`config.mk`:
```
export PLATFORM = sky130hd
export DESIGN_NAME = niosmp_nios2_processor_oci_dct_packer
export DESIGN_NICKNAME = d
export VERILOG_FILES = /design/src/rtl/niosmp_nios2_processor_oci_dct_packer.sv
export SDC_FILE = /design/constraint.sdc
export NUM_CORES = 1
export LEC_CHECK = 0
export ABC_AREA = 1
export BUFFER_PORTS_ARGS = -buffer_cell sky130_fd_sc_hd__buf_2
export CAP_MARGIN = 20
export CORE_ASPECT_RATIO = 1.1
export CORE_MARGIN = 4
export CORE_UTILIZATION = 25
export DETAILED_ROUTE_END_ITERATION = 12
export HOLD_SLACK_MARGIN = 0.06
export PLACE_DENSITY = 0.46
export SLEW_MARGIN = 20
export SYNTH_ARGS = -nofsm -noshare
export SYNTH_HDL_FRONTEND = slang
export SYNTH_SLANG_ARGS = --single-unit
```
`constraint.sdc`:
```
create_clock -name clk -period 3.9 [get_ports clk]
set_input_delay 0 -clock clk [delete_from_list [all_inputs] [get_ports clk]]
set_output_delay 0 -clock clk [all_outputs]
set_load 0.02 [all_outputs]
```
`src/rtl/niosmp_nios2_processor_oci_dct_packer.sv`:
```
// Trace atom packer: gathers 2-bit atoms into 15-atom words for the DCT buffer.
// Ports: clk, reset (sync, active-high); atom_valid/atom/atom_ready in;
//   flush_req, end_req controls; dct_buffer/dct_count/dct_valid/dct_ready out;
//   test_ending (1-cycle pulse), test_has_ended (sticky).
module niosmp_nios2_processor_oci_dct_packer #(
  parameter int IDLE_FLUSH = 0
) (
  input  logic        clk,
  input  logic        reset,
  input  logic        atom_valid,
  input  logic [1:0]  atom,
  output logic        atom_ready,
  input  logic        flush_req,
  input  logic        end_req,
  output logic [29:0] dct_buffer,
  output logic [3:0]  dct_count,
  output logic        dct_valid,
  input  logic        dct_ready,
  output logic        test_ending,
  output logic        test_has_ended
);

  typedef enum logic [1:0] {
    RUN,
    DRAIN,
    ENDING,
    ENDED
  } state_t;

  localparam int IW = $clog2(IDLE_FLUSH + 2);
  localparam logic [IW-1:0] IDLE_MAX = IW'(IDLE_FLUSH);

  state_t state;
  state_t state_d;

  logic [29:0]   acc;
  logic [29:0]   acc_ins;
  logic [29:0]   mask;
  logic [3:0]    acc_cnt;
  logic          flush_pend;
  logic [IW-1:0] idle_cnt;

  logic out_free;
  logic idle_hit;
  logic want;
  logic xfer;
  logic accept;

  assign out_free = !dct_valid || dct_ready;
  assign idle_hit = (IDLE_FLUSH != 0) && (idle_cnt == IDLE_MAX);
  assign want     = (acc_cnt == 4'd15) || flush_pend || idle_hit
                 || (state == DRAIN);
  assign xfer     = (acc_cnt != 4'd0) && out_free && want;

  assign atom_ready = (state == RUN) && ((acc_cnt < 4'd15) || xfer);
  assign accept     = atom_valid && atom_ready;

  // Mask keeps only the atoms actually collected; shift of 30 wraps to
  // zero so a full word yields an all-ones mask.
  assign mask = (30'd1 << {acc_cnt, 1'b0}) - 30'd1;

  always_comb begin
    acc_ins = acc;
    acc_ins[{acc_cnt, 1'b0} +: 2] = atom;
  end

  always_ff @(posedge clk) begin
    if (reset) begin
      acc        <= '0;
      acc_cnt    <= '0;
      flush_pend <= 1'b0;
      idle_cnt   <= '0;
      dct_buffer <= '0;
      dct_count  <= '0;
      dct_valid  <= 1'b0;
    end else begin
      if (xfer) begin
        dct_buffer <= acc & mask;
        dct_count  <= acc_cnt;
        dct_valid  <= 1'b1;
      end else if (dct_ready) begin
        dct_valid  <= 1'b0;
      end

      // An atom taken in the transfer cycle opens the next word.
      if (xfer) begin
        acc     <= accept ? {28'd0, atom} : 30'd0;
        acc_cnt <= accept ? 4'd1 : 4'd0;
      end else if (accept) begin
        acc     <= acc_ins;
        acc_cnt <= acc_cnt + 4'd1;
      end

      // Flush on an empty accumulator is dropped so no empty word is sent.
      if (xfer || (acc_cnt == 4'd0)) begin
        flush_pend <= 1'b0;
      end else if (flush_req && (state == RUN)) begin
        flush_pend <= 1'b1;
      end

      if (accept || xfer) begin
        idle_cnt <= '0;
      end else if ((acc_cnt != 4'd0) && (idle_cnt != IDLE_MAX)) begin
        idle_cnt <= idle_cnt + IW'(1);
      end
    end
  end

  always_ff @(posedge clk) begin
    if (reset) begin
      state <= RUN;
    end else begin
      state <= state_d;
    end
  end

  always_comb begin
    state_d        = state;
    test_ending    = 1'b0;
    test_has_ended = 1'b0;
    unique case (state)
      RUN: begin
        if (end_req) begin
          state_d = DRAIN;
        end
      end
      DRAIN: begin
        // Done once nothing is buffered and the last word leaves or is gone.
        if ((acc_cnt == 4'd0) && out_free) begin
          state_d = ENDING;
        end
      end
      ENDING: begin
        test_ending = 1'b1;
        state_d     = ENDED;
      end
      ENDED: begin
        test_has_ended = 1'b1;
      end
      default: begin
        state_d = RUN;
      end
    endcase
  end

endmodule
```
* Word level (Yosys, flattened, before mapping)
Cells that the tools add are included.
** Operators by class
- Equal/unequal tests :: 6
- $lt $le $gt $ge :: 1
- Reduce and logical (&&, ||, !) cells :: 20
- Shift-type cells :: 3
- Add/sub/neg operators :: 3
- Multiplexer cells :: 14
- Bitwise logic cells :: 1
** Operators by type and width (number)
- 30-bit 2-to-1 mux :: 2
- 30-bit bitwise AND :: 1
- 30-bit bitwise mux :: 1
- 2-bit by 7-bit variable shift with 30-bit output, first input constant :: 1
- 2-bit by 7-bit indexed part select with 30-bit output :: 1
- 1-bit by 5-bit << shifter with 30-bit output, first input constant :: 1
- 30-bit by 1-bit subtractor with 30-bit output, second input constant :: 1
- 4-bit 2-to-1 mux :: 2
- 5-bit negator with 7-bit output :: 1
- 1-bit logical AND :: 6
- 2-bit 2-to-1 mux :: 3
- 2-bit one-hot mux with 3 select lines :: 1
- 1-bit logical OR :: 5
- 1-bit 2-to-1 mux :: 5
- 4-bit by 1-bit adder with 4-bit output, second input constant :: 1
- 2-bit equality test, second input constant :: 2
- 4-bit equality test, second input constant :: 1
- 4-bit zero test :: 1
- 4-bit < comparator, second input constant :: 1
- 2-bit nonzero test :: 2
- 4-bit nonzero test :: 1
- 3-bit AND reduction :: 1
- 3-bit nonzero test :: 1
- 2-bit by 1-bit equality test with 1-bit output, second input constant :: 1
- 5 further kinds :: 5
** Storage, ports and cells
- Register bits after elaboration :: 72
- Word-level logic and storage cells :: 55
- Input bits :: 8
- Output and inout port bits :: 38

* Longest topological paths before layout
- Depth after elaboration :: 9
- Gate-level depth with buffers :: 13
- Depth with buffers taken out :: 12

* Worst setup path after synthesis
No wires, ideal clock.
- Path kind :: reg2reg
- Start :: reg acc_cnt[0]
- End :: reg dct_buffer[20]
- Cell stages (with the launch flop) :: 13
- Setup slack :: 1.620 ns
- Arrival :: 2.167 ns
- Library setup time :: 0.113 ns
- Buffers on the path :: 1
- Period minus slack after synthesis :: 2.280 ns
- Required time :: 3.787 ns
- Path through :: dfxtp_1 inv_1 buf_2 ha_1 ha_1 nand2_4 ha_1 nand3_1 nor2_4 nand2_4 or2_0 nand3b_1 nand2_1
** On the way
- Word-level cells in the longest chain between the ends :: 4
- Elaborated cells between the ends (all ways) :: 9
- Those cells by class :: add/sub: 1; eq/ne: 1; shift: 1; bitwise: 1; reduce/logical: 5
** RTL lines
- from (decl) :: RTL line 39 : logic [3:0] acc_cnt;
- from (signal assigned) :: RTL line 88 : acc_cnt <= accept ? 4'd1 : 4'd0;
- from (signal assigned) :: RTL line 91 : acc_cnt <= acc_cnt + 4'd1;
- branches (longest 4 deep; another with 30-bit by 1-bit subtractor with 30-bit output)
- to (signal assigned) :: RTL line 78 : dct_buffer <= acc & mask;
- to (decl) :: RTL line 15 : output logic [29:0] dct_buffer,
Several ways; the timed one is not identified.
A chain may end at the register's enable or synchronous reset.

* Worst setup path in the final report
Ends and elaborated chain as after synthesis.

==> reports/metrics.cfg <==
[setup_path]
required_ps=4130
max_stage_delay_ps=460
arrival_ps=2830
cp_max_fo=13
crit_top_cell=ha_1
startpoint_type=register
worstPathBufferInverterCount=1
path_cells=inv_1 -> ha_1 -> ha_1 -> nand2_4 -> ha_1 -> nand3_1 -> nor2_4 -> nand2_4 -> or2_0 -> nand3b_1 -> nand2_1
cpLargestDelayFamily=simple AND/OR/NAND/NOR gates
cp_slowest_cell=dfxtp_1
cp-end-kind=register
critPathKind=register to register

[yosys]
yosys.area_share.xor_xnor=0.009576
synth_flop_cell=dfxtp_1
yosys.area.top_type=dfxtp_1
ys.warnings.count=0
syn_inst=521
synth.net_count=543
synth_compound_area_frac=0.08824
synth-edff-count=0
synth_common_cells=nand2_1 (160), nand3_1 (74), dfxtp_1 (72)
synth_simple_gate_area_frac=0.3878
synth.distinct_cells=29
synthAdderAreaFrac=0.04788
synth.avg_cell_area_um2=7.022
yosysSeqAreaShare=0.3940
synth_area_leaders=dfxtp_1 (39%), nand2_1 (16%), nand3_1 (10%), ha_1 (4.8%), a21oi_1 (3.8%)
synthMuxAreaShare=0
synth_top_family_by_area=simple AND/OR/NAND/NOR gates
ys_ff_latch=72
yosysMostFrequentCell=nand2_1
async_reset_ff_frac=0
synth_top_cell_area_share=0.3940
netlist_area_um2=3659

[sta]
relSlewSlack=0.5822
fin_setup_tns_ps=0
setup_viol_count_final=0
worstMarginPinSlew_ps=621.9
fin_crit_sh=0.6677
finalWorstSetupSlack_ps=1296
max_freq_mhz=384.0
min_period_ps=2604
rsz0062_at_grt=no
hold_viol_final=0
final_max_slew_viol_count=0
fin_skew_ps=4.598

[grt]
grt_max_degree=36
grt_pass1_wl_um=17590
grt_usage=0.1363
grt_pass1_vias=3274
overflow=0
antenna_found_initial=0

[floorplan]
start_util=0.2543
die_height_um=134.9
core_area_um2=14390
rows=46
die_area_um2=16640
io_pins=46
die_w_um=123.3

[cells_and_area]
syn2layout_area_growth_pct=18.98
drive_gt1_frac=0.1396
fin_nets=583
fillers=1588
n_antenna_cell=0

[detailed_routing]
viasPerCell=4.617
drc=0
routed_wirelength_um=11010
ant_nets=0
routedWlPerCell_um=14.52
vias=3500
dr.pass1.iters=6
drt_iter0_markers=260

[clocking]
cts_buffer_depth=2
clkTransAtPathRegs_ps=60
htree_levels=3
cts_setup_buffers=0
clockRootBuffer=clkbuf_16
cts_tree=done
cts_resized=0
clkLatencyLatePin_ps=330
cts.sinks=72
cts_buffers=9

[power_and_ir_drop]
p_per_area_nw_per_um2=572.8
ir_drop_mv=0.1969
p_leak_uw=0.001978

[flow_run]
maxCapViolCount=0

[placed_design]
place.gp.congestion=0.8588
dp_hpwl_um=8443
numPortBuffers=45
place_ws_ps=1302

[worst_hold_path]
hold_path.class=input port to register

[run_status]
status=finished clean

## layout by cell type (no fill, tap or decap), types with 5 or more instances in the layout
master / n
o21ai_0: 25
o21ai_1: 7
inv_1: 36
nand3b_1: 7
nor3_1: 8
dfxtp_1: 72
nor2_1: 30
clkbuf_16: 9
nand2_1: 160
buf_2: 45
nand3_1: 74
nor2_4: 5
ha_1: 14
nand4_1: 12
a21oi_1: 28
## path summary, 6_finish.rpt
check                      start             end  slack [ps]  depth (start not counted)
hold / removal         dct_ready       dct_valid          70                          4
setup reg to reg      acc_cnt[0]  dct_buffer[20]        1300                         11
setup / recovery      acc_cnt[0]  dct_buffer[20]        1300                         11
hold reg to reg   dct_buffer[25]  dct_buffer[25]         450                          2
## power breakdown
part / total, uW / switching, uW / internal, uW
Sequential: 802 / 35.2 / 767
Combinational: 859 / 638 / 221
Clock: 833 / 304 / 528
Total: 2490 / 977 / 1520
## layer usage
layer | routed length [um] | vias up | global-route usage | share of wire
met5 | 0 | - | 0 | 0
met4 | 190 | 0 | 0.04431 | 0.017
met3 | 409 | 12 | 0.02220 | 0.037
met2 | 5147 | 65 | 0.2134 | 0.47
met1 | 5259 | 1628 | 0.1909 | 0.48
li1 | - | 1795 | - | -
## flip-flops by register name, summed over array words and instances (netlist names)
name	flops
dct_count	4
acc	30
flush_pend	1
acc_cnt	4
state	2
dct_valid	1
dct_buffer	30
## per-stage QoR
stage / hold slack (ps) / cell area (um2) / total power, uW / std cells / utilization
after CTS: 68.90 / 4353 / 2514 / 758 / 0.3025
after floorplan: 202.5 / 3659 / 1484 / 521 / -
final: 71.43 / 4353 / 2493 / 758 / 0.3025
after global routing: 121.8 / 4353 / 2668 / 758 / 0.3025
after detailed placement: 350.2 / 4023 / 1675 / 739 / 0.2796
after global placement: 360.0 / 4023 / 1666 / 739 / 0.2796
## worst register-to-register path: cells and delay by family (launching register included)
family / cells / cell delay, ps
buf+inv: 1 / 250
simple gates: 7 / 980
fa+ha+maj: 3 / 810
flops: 1 / 460
## final cells by class
type / count / area, um2 / share of cell area
clock buffer: 13 / 260.3 / 0.05979
clock inverter: 3 / 40.04 / 0.009198
inverter: 39 / 148.9 / 0.03421
multi-input combinational: 389 / 1952 / 0.4484
sequential: 72 / 1441 / 0.3311
tap: 192 / 240.2 / 0.05519
timing repair buffer: 50 / 270.3 / 0.06209
## cell families after synthesis
kind of cell | after synthesis
and+or+nand+nor | 308
DFF | 72
AOI/OAI and AO/OA | 63
buffers and inverters | 60
adders and majority gates | 14
xor gates and xnor gates | 4
## timing repair
item | 4_1_cts | 5_1_grt
hold endpoints to repair | 3 | 0
hold buffers | 3 | 0
setup endpoints to repair | 0 | 0
(Power assumes the default switching activity.)
